**config.mk**
```make
export PLATFORM = sky130hd
export DESIGN_NAME = aeb_sccb_tx
export DESIGN_NICKNAME = d
export VERILOG_FILES = /design/src/rtl/aeb_sccb_tx.sv
export SDC_FILE = /design/constraint.sdc
export NUM_CORES = 1
export LEC_CHECK = 0
export CORE_MARGIN = 1
export CORE_UTILIZATION = 60
export CTS_CLUSTER_SIZE = 16
export DETAILED_ROUTE_END_ITERATION = 10
export PLACE_DENSITY = 0.88
export SYNTH_ARGS = -nofsm -noshare
export SYNTH_HDL_FRONTEND = slang
export SYNTH_SLANG_ARGS = --single-unit
```
**constraint.sdc**
```tcl
create_clock -name clk -period 5.6 [get_ports clk]
set_clock_uncertainty 0.05 [all_clocks]
set_input_delay 1.4 -clock clk [delete_from_list [all_inputs] [get_ports clk]]
set_output_delay 1.4 -clock clk [all_outputs]
set_load 0.02 [all_outputs]
```
**src/rtl/aeb_sccb_tx.sv**
```systemverilog
// SCCB 3-phase register writer: START, ID/addr/data bytes each followed by a released X cell, STOP.
// One write takes 113 SCL quarters (113*CLK_DIV clk); req_ready is high only in IDLE, and requests seen while busy are dropped.
module aeb_sccb_tx #(
    parameter int unsigned CLK_DIV = 4,
    parameter logic [7:0]  DEV_ID  = 8'h42
) (
    input  logic       clk,
    input  logic       reset,
    input  logic       req_valid,
    output logic       req_ready,
    input  logic [7:0] req_addr,
    input  logic [7:0] req_data,
    output logic       sio_c,
    output logic       sio_d_out,
    output logic       sio_d_oe,
    output logic       busy,
    output logic       done
);

    localparam logic [1:0] ST_IDLE  = 2'd0;
    localparam logic [1:0] ST_START = 2'd1;
    localparam logic [1:0] ST_SHIFT = 2'd2;
    localparam logic [1:0] ST_STOP  = 2'd3;

    localparam logic [7:0] QMAX = 8'(CLK_DIV - 1);

    logic [1:0]  state_q, state_d;
    logic [7:0]  qcnt_q, qcnt_d;
    logic [1:0]  qtr_q, qtr_d;
    logic [4:0]  bit_q, bit_d;
    logic [26:0] sh_q, sh_d;
    logic        done_q, done_d;

    logic accept;
    logic q_wrap;
    logic ack_cell;

    assign req_ready = (state_q == ST_IDLE);
    assign busy      = (state_q != ST_IDLE);
    assign done      = done_q;
    assign accept    = req_valid && req_ready;
    assign q_wrap    = (qcnt_q == QMAX);
    assign ack_cell  = (bit_q == 5'd8) || (bit_q == 5'd17) || (bit_q == 5'd26);

    always_comb begin
        state_d = state_q;
        qcnt_d  = qcnt_q;
        qtr_d   = qtr_q;
        bit_d   = bit_q;
        sh_d    = sh_q;
        done_d  = 1'b0;
        if (state_q == ST_IDLE) begin
            qcnt_d = 8'd0;
            qtr_d  = 2'd0;
            bit_d  = 5'd0;
            if (accept) begin
                state_d = ST_START;
                // Whole frame is preloaded; the X cells carry 0 so the shifter never needs gaps.
                sh_d    = {DEV_ID, 1'b0, req_addr, 1'b0, req_data, 1'b0};
            end
        end else begin
            qcnt_d = q_wrap ? 8'd0 : qcnt_q + 8'd1;
        end
        if (q_wrap) begin
            case (state_q)
                ST_START: begin
                    qtr_d = qtr_q + 2'd1;
                    if (qtr_q == 2'd1) begin
                        qtr_d   = 2'd0;
                        state_d = ST_SHIFT;
                    end
                end
                ST_SHIFT: begin
                    qtr_d = qtr_q + 2'd1;
                    if (qtr_q == 2'd3) begin
                        sh_d  = {sh_q[25:0], 1'b0};
                        bit_d = bit_q + 5'd1;
                        if (bit_q == 5'd26) begin
                            bit_d   = 5'd0;
                            state_d = ST_STOP;
                        end
                    end
                end
                ST_STOP: begin
                    qtr_d = qtr_q + 2'd1;
                    if (qtr_q == 2'd2) begin
                        qtr_d   = 2'd0;
                        state_d = ST_IDLE;
                        done_d  = 1'b1;
                    end
                end
                default: ;
            endcase
        end
    end

    always_comb begin
        sio_c     = 1'b1;
        sio_d_out = 1'b1;
        sio_d_oe  = 1'b1;
        case (state_q)
            ST_START: sio_d_out = (qtr_q == 2'd0);
            ST_SHIFT: begin
                sio_c     = qtr_q[1];
                sio_d_oe  = !ack_cell;
                sio_d_out = ack_cell ? 1'b0 : sh_q[26];
            end
            ST_STOP: begin
                sio_c     = (qtr_q != 2'd0);
                sio_d_out = (qtr_q == 2'd2);
            end
            default: ;
        endcase
    end

    always_ff @(posedge clk or negedge reset) begin
        if (!reset) begin
            state_q <= ST_IDLE;
            qcnt_q  <= 8'd0;
            qtr_q   <= 2'd0;
            bit_q   <= 5'd0;
            sh_q    <= 27'd0;
            done_q  <= 1'b0;
        end else begin
            state_q <= state_d;
            qcnt_q  <= qcnt_d;
            qtr_q   <= qtr_d;
            bit_q   <= bit_d;
            sh_q    <= sh_d;
            done_q  <= done_d;
        end
    end

endmodule
```
==> reports/results.txt, run 1 <==
Crit path arrival time - 2.19 ns
Post-synthesis sequential area ratio - 49.5%
Pleak - 1.18 nW
Remaining DRCs - 0
Die Wd - 63.6 um
Sink Count - 45
Die Y - 63.6 um
Synthesized area per cell - 9.72 um2
CP top delay family - buffers and inverters
Maxcap violations - 0
Antenna cells - 0
Worst R2R Path Depth - 5
Synth cell types - 38
Remaining global-route overflow - 0
Tcrit/Tclk final - 65.0%
CTS Buf Count - 5
Max-slew violations - 0
Post-Syn Area - 2270 um2
CP Class - flip-flop to primary output
Worst-path clk slew - 0.08 ns
Total wire length - 4.17 mm
Skew-Pair Late Insertion Delay - 0.30 ns
Port bufs - 24
Vias per inst - 5.63
WP depth - 7
Area Overhead vs Synth - 15.7%
Clock Tree Root - clkbuf_8
Hold depth - 1
Full die area - 4040 um2
Initial core utilization - 62.1%
Tmin final - 3.64 ns
Sum of negative setup slack - 0 ns
Post-CTS Setup Inserts - 0
Post-Syn Nets - 265
Layout cells sized above 1 - 6.20%
Fin worst setup slack - 1.96 ns
Antenna violations before repair - 0
Ys Warns - 0
Placement Setup Slack - 2.29 ns
Gr usage total - 22.8%
Worst path slowest cell - clkdlybuf4s50_1
Final Wtd Congestion - 0.887
Crit end category - primary output
Core area - 3660 um2
RSZ-0062 raised after global routing - false
HP Class - flip-flop to flip-flop
Final nets - 288
Peak VDD IR - 0.156 mV
CTS Buffer Depth - 2
DRT Pass-1 Iters - 4
Post-DRT Antenna Nets - 0
DP HPWL - 2.82 mm
Pin count of the biggest net entering global routing - 46
CTS tree - yes
CP bufs+invs - 2
Fmax - 0.275 GHz
Global-route wire length before repair - 7.13 mm
CTS Hold Buffers Added - 0
Outcome - finished clean
Final Hold Vio Count - 0
Slowest cell delay on critical path - 0.63 ns
Slew margin rel. - 35.8%
Inst Count DP - 298
Worst slew pin tran - 0.963 ns
Final Setup Violations - 0
# IOs - 25
Post-Layout Cell Count - 306
Htree depth - 2
Number of global-route vias before repair - 1,650
PostCTS Resize Cnt - 0
Hold slack final - 0.417 ns
Starting DRT DRC Count - 129
Worst endpoint required time - 4.15 ns
Vias - 1,722
Post-Synthesis Cells - 234
CP max FO - 6
Crit path cell chain - inv_1, ha_1, mux2i_1, mux2_2, o21ai_0, a32oi_1, clkdlybuf4s50_1
Worst setup SP type - flip-flop
Power Dens Cells - 210 nW/um2
Routed length per instance - 13.6 um
Std cell rows - 22
Yosys reg bits - 45
per-layer routing:
| metal | vias up | share of wire [%] | global-route usage (%) |
|---|---|---|---|
| li1 | 847 | - | - |
| met4 | 0 | 1.2 | 7.95 |
| met5 | - | 0 | 0 |
| met2 | 29 | 50 | 37.8 |
| met1 | 840 | 46 | 28.4 |
| met3 | 6 | 3.3 | 6.34 |
state kept, by name, indices dropped and copies added, names as in the netlist:
| register | cells |
|---|---|
| sh_q | 27 |
| qcnt_q | 8 |
| bit_q | 5 |
| qtr_q | 2 |
| state_q | 2 |
| done | 1 |
kinds of logic (layout without fill, tap and decap cells):
kind of cell,count (synthesis),in the layout,share of synthesized area [%]
XOR/XNOR,6,6,2.31
AND/OR/NAND/NOR,92,92,19.6
adder cells (fa/ha/maj),12,12,6.60
multiplexers,18,18,7.98
AO/OA/AOI/OAI,42,42,10.5
flip-flops,45,45,49.5
buffers and inverters,19,43,3.47
cells in the final DEF, fill, tap and decap left out, types with 10 or more instances in the layout:
| cell type | synthesis | routed |
|---|---|---|
| ha_1 | 12 | 12 |
| clkdlybuf4s50_1 | 0 | 23 |
| inv_1 | 10 | 10 |
| nor2_1 | 16 | 16 |
| dfrtp_1 | 45 | 45 |
| nand2_1 | 39 | 39 |
| mux2i_1 | 17 | 17 |
| o21ai_0 | 21 | 21 |
| nand3_1 | 16 | 16 |
cell usage after synthesis:
cell type | n | area share (%)
a211oi_1 | 1 | 0.33
a21oi_1 | 2 | 0.44
a221oi_1 | 1 | 0.39
a2bb2oi_1 | 1 | 0.39
a311oi_1 | 1 | 0.39
a31oi_1 | 6 | 1.7
a32oi_1 | 1 | 0.39
and3_1 | 3 | 0.83
and3b_1 | 1 | 0.39
buf_2 | 6 | 1.3
clkbuf_1 | 3 | 0.50
dfrtp_1 | 45 | 50
ha_1 | 12 | 6.6
inv_1 | 10 | 1.7
mux2_2 | 1 | 0.50
mux2i_1 | 17 | 7.5
nand2_1 | 39 | 6.4
nand2_2 | 1 | 0.28
nand2b_1 | 2 | 0.55
nand3_1 | 16 | 3.5
nand3b_1 | 1 | 0.33
nand4b_1 | 1 | 0.39
nor2_1 | 16 | 2.6
nor2b_1 | 2 | 0.55
nor3_1 | 2 | 0.44
nor3_4 | 1 | 0.72
nor3b_1 | 1 | 0.33
nor4_1 | 1 | 0.28
nor4_2 | 1 | 0.55
o21ai_0 | 21 | 4.6
o21ai_1 | 6 | 1.3
o22ai_1 | 1 | 0.28
o31ai_1 | 1 | 0.33
or3_1 | 2 | 0.55
or3b_2 | 1 | 0.39
or4_4 | 1 | 0.50
xnor2_1 | 4 | 1.5
xor2_1 | 2 | 0.77
final timing paths:
check                       endpoint  slack (ns)  startpoint
max reg2reg                 bit_q[4]        3.31   qcnt_q[0]
max in group asynchronous  qcnt_q[2]        3.70       reset
min in group asynchronous   sh_q[16]        1.19       reset
max                        sio_d_out        1.96    bit_q[0]
min reg2reg                qcnt_q[0]        0.42   qcnt_q[0]
min                        qcnt_q[0]        0.42   qcnt_q[0]
stage by stage:
| stage | area (um2) | power, W | util, % |
|---|---|---|---|
| 3_3_place_gp | 2540 | 0.000350 | 69.3 |
| 5_1_grt | 2630 | 0.000571 | 71.9 |
| 4_1_cts | 2630 | 0.000559 | 71.9 |
| 3_5_place_dp | 2540 | 0.000350 | 69.3 |
| 6_report | 2630 | 0.000554 | 71.9 |
| 2_1_floorplan | 2270 | 0.000332 | - |
report_power, final:
group / switching (W) / internal [W] / total [W]
logic: 0.00000761 / 0.0000108 / 0.0000184
registers: 0 / 0.000325 / 0.000325
clock network: 0.000110 / 0.000100 / 0.000210
total: 0.000118 / 0.000435 / 0.000554
layout make-up:
type | instances | area [um2]
Clock buffer | 6 | 82.6
Clock inverter | 2 | 13.8
Fill cell | 266 | 1030
Inverter | 10 | 37.5
Multi-Input combinational cell | 170 | 1070
Sequential cell | 45 | 1130
Tap cell | 48 | 60.1
Timing Repair Buffer | 25 | 243
No activity file was read; power rests on OpenSTA's default activity.
==> inputs of run 2 (changes only) <==
CORE_UTILIZATION = 50   (was 60)
PLACE_DENSITY = 0.79   (was 0.88)
clock period = 3.2 ns   (was 5.6 ns; I/O delays follow)
==> reports/results.txt, run 2 (synthesis results as in run 1) <==
Top flop regs - sh_q: 27 flops, qcnt_q: 8 flops, bit_q: 5 flops
Post-DRT Antenna Nets - 0 (unchanged)
Worst endpoint required time - 2.35 ns (-1.80 ns)
Crit path cell chain - inv_1, ha_1, mux2i_1, mux2_2, nor2_1, nand2_1, clkdlybuf4s50_1
Fmax - 0.344 GHz
Tcrit/Tclk final - 91.0%
Power Dens Cells - 361 nW/um2 (+72%)
Hold depth - 1 (unchanged)
Sink Count - 45 (unchanged)
Share of power burned in the clock network - 36.8% (-1.2 points)
Skew-Pair Late Insertion Delay - 0.30 ns (about the same)
Peak VDD IR - 0.219 mV (+40%)
CTS tree - yes
Share of power burned in registers - 59.8% (+1.2 points)
CP Class - flip-flop to primary output
Worst slew pin tran - 0.975 ns (+0.0123 ns)
CTS Buf Count - 5 (unchanged)
Full die area - 4820 um2 (+19%)
RSZ-0062 raised after global routing - false
Area Overhead vs Synth - 15.7% (about the same)
Gr usage total - 19.6% (-3.2 points)
Layout fillers - 386 (+45%)
HP Class - flip-flop to flip-flop
CP bufs+invs - 2 (unchanged)
Die Y - 69.5 um (+9.2%)
Antenna cells - 0 (unchanged)
Worst path slowest cell - clkdlybuf4s50_1
Worst-path clk slew - 0.08 ns (about the same)
Final Hold Vio Count - 0 (unchanged)
Most common cell after layout, fill and taps aside - dfrtp_1
CP top delay family - buffers and inverters
Post-route cell area - 2630 um2 (about the same)
Internal Power - 0.000741 W (+70%)
Post-Place Cell Area - 2540 um2 (+0.20%)
Slew margin rel. - 35.0% (-0.82 points)
Crit path arrival time - 2.06 ns (-0.13 ns)
Sum of negative setup slack - 0 ns (unchanged)
# IOs - 25 (unchanged)
Max-slew violations - 0 (unchanged)
Routed length per instance - 13.2 um (-3.6%)
Worst setup SP type - flip-flop
FF-to-FF End - bit_q[4]
Tmin final - 2.91 ns
Comb pwr share - 3.4% (about the same)
Sw Pwr - 0.000210 W (+78%)
Most frequent cells in the layout - dfrtp_1, nand2_1, clkdlybuf4s50_1
Number of global-route vias before repair - 1,704 (+3.3%)
Pin count of the biggest net entering global routing - 46 (unchanged)
Port bufs - 24 (unchanged)
Total wire length - 4.08 mm (-2.3%)
DRT Pass-1 Iters - 4 (unchanged)
R2r startpoint - qcnt_q[0]
Post-CTS Setup Inserts - 0 (unchanged)
CP max FO - 6 (unchanged)
Vias per inst - 5.51 (-2.2%)
Std cell rows - 24 (+9.1%)
Remaining global-route overflow - 0 (unchanged)
Maxcap violations - 0 (unchanged)
Worst-case hold path end point - qcnt_q[0]
CTS Buffer Depth - 2 (unchanged)
Worst R2R Path Depth - 5 (unchanged)
Startpoint of the worst hold path - qcnt_q[0]
Max reg flops - 27 (unchanged)
Starting DRT DRC Count - 98 (-24%)
Final nets - 288 (unchanged)
Htree depth - 2 (unchanged)
Global-route wire length before repair - 7.47 mm (+4.7%)
Outcome - finished clean
DP HPWL - 2.77 mm (-1.6%)
Vias - 1,707 (-0.87%)
Sw Share - 22.1% (+0.73 points)
Remaining DRCs - 0 (unchanged)
Largest Register - sh_q
Pleak - 1.17 nW (-1.2%)
Layout cells sized above 1 - 5.81% (-0.39 points)
R2R setup slack - 0.98 ns (-2.33 ns)
Core area - 4350 um2 (+19%)
Final Wtd Congestion - 0.803 (-9.5%)
Die Wd - 69.5 um (+9.2%)
Slowest cell delay on critical path - 0.54 ns (-0.09 ns)
Initial core utilization - 52.2% (-9.9 points)
Crit end category - primary output
Antenna violations before repair - 0 (unchanged)
Clock Tree Root - clkbuf_8
Final Setup Violations - 0 (unchanged)
-- run 2: cell types whose count changed in the layout (fill, tap and decap cells not counted) --
cell / delta
clkdlybuf4s50_1: -1
clkbuf_1: +1
clkinvlp_4: +2
clkinv_2: -1
dlymetal6s2s_1: +1
clkbuf_8: -1
clkinv_4: -1
-- run 2: repair_timing --
item	in CTS	in global routing
hold buffers	0	0
resized for setup	0	1
setup endpoints to repair	0	1
-- run 2: how the worst max path moves through the flow --
stage                  start   endpoint  slack [ns]  cells after the start
CTS                 bit_q[0]  sio_d_out        0.11                      7
global placement    bit_q[0]  sio_d_out        0.53                      7
detailed placement  bit_q[0]  sio_d_out        0.45                      7
finish              bit_q[0]   sio_d_oe        0.29                      7
global route        bit_q[0]   sio_d_oe        0.17                      7
floorplan           bit_q[0]  sio_d_out        0.96                      6
-- run 2: metal layers --
layer,vias to the layer above,share of wire (%),GRT usage (%)
li1,854,-,-
met1,820,47,25.1
met2,25,48,31.1
met3,8,3.0,4.80
met4,0,2.1,9.30
met5,-,0,0
-- run 2: layout make-up --
class | instances | area (um2) | area share (%)
clock buffers | 6 | 72.6 | 2.76
clock inverters | 2 | 15.0 | 0.571
inverters | 10 | 37.5 | 1.43
multi-input cells | 170 | 1070 | 40.7
flip-flops and latches | 45 | 1130 | 42.8
well taps | 52 | 65.1 | 2.47
repair buffers | 25 | 245 | 9.32
-- run 2: metrics by stage --
stage                     power [W]  hold slack (ns)  setup WS, ns  instances  util [%]
after floorplan            0.000580            0.383         0.960        234         -
after global placement     0.000613            0.396         0.527        302      58.4
after detailed placement   0.000613            0.401         0.449        302      58.4
after CTS                  0.000964            0.412         0.108        310      60.4
after global routing       0.000991            0.431         0.173        310      60.4
final                      0.000951            0.411         0.289        310      60.4
-- run 2: worst reg2reg max path, stage by stage (launching register included) --
cell and delay (ns):
dfrtp_1 0.37, ha_1 0.22, nor3b_1 0.40, nand3_1 0.52, or3_1 0.51, o21ai_1 0.08
-- run 2: power by group through the flow --
stage          sequential [W]  clock (W)  combinational [W]
3_5_place_dp         0.000579          0          0.0000337
4_1_cts              0.000568   0.000362          0.0000337
2_1_floorplan        0.000580          0        0.000000607
3_3_place_gp         0.000579          0          0.0000335
6_report             0.000568   0.000350          0.0000324
5_1_grt              0.000568   0.000386          0.0000363
==> inputs of run 3 (changes only) <==
TNS_END_PERCENT = 30   (was unset)
==> results of run 3 <==
No change in the layout: final DEF, timing and power equal those of run 2.
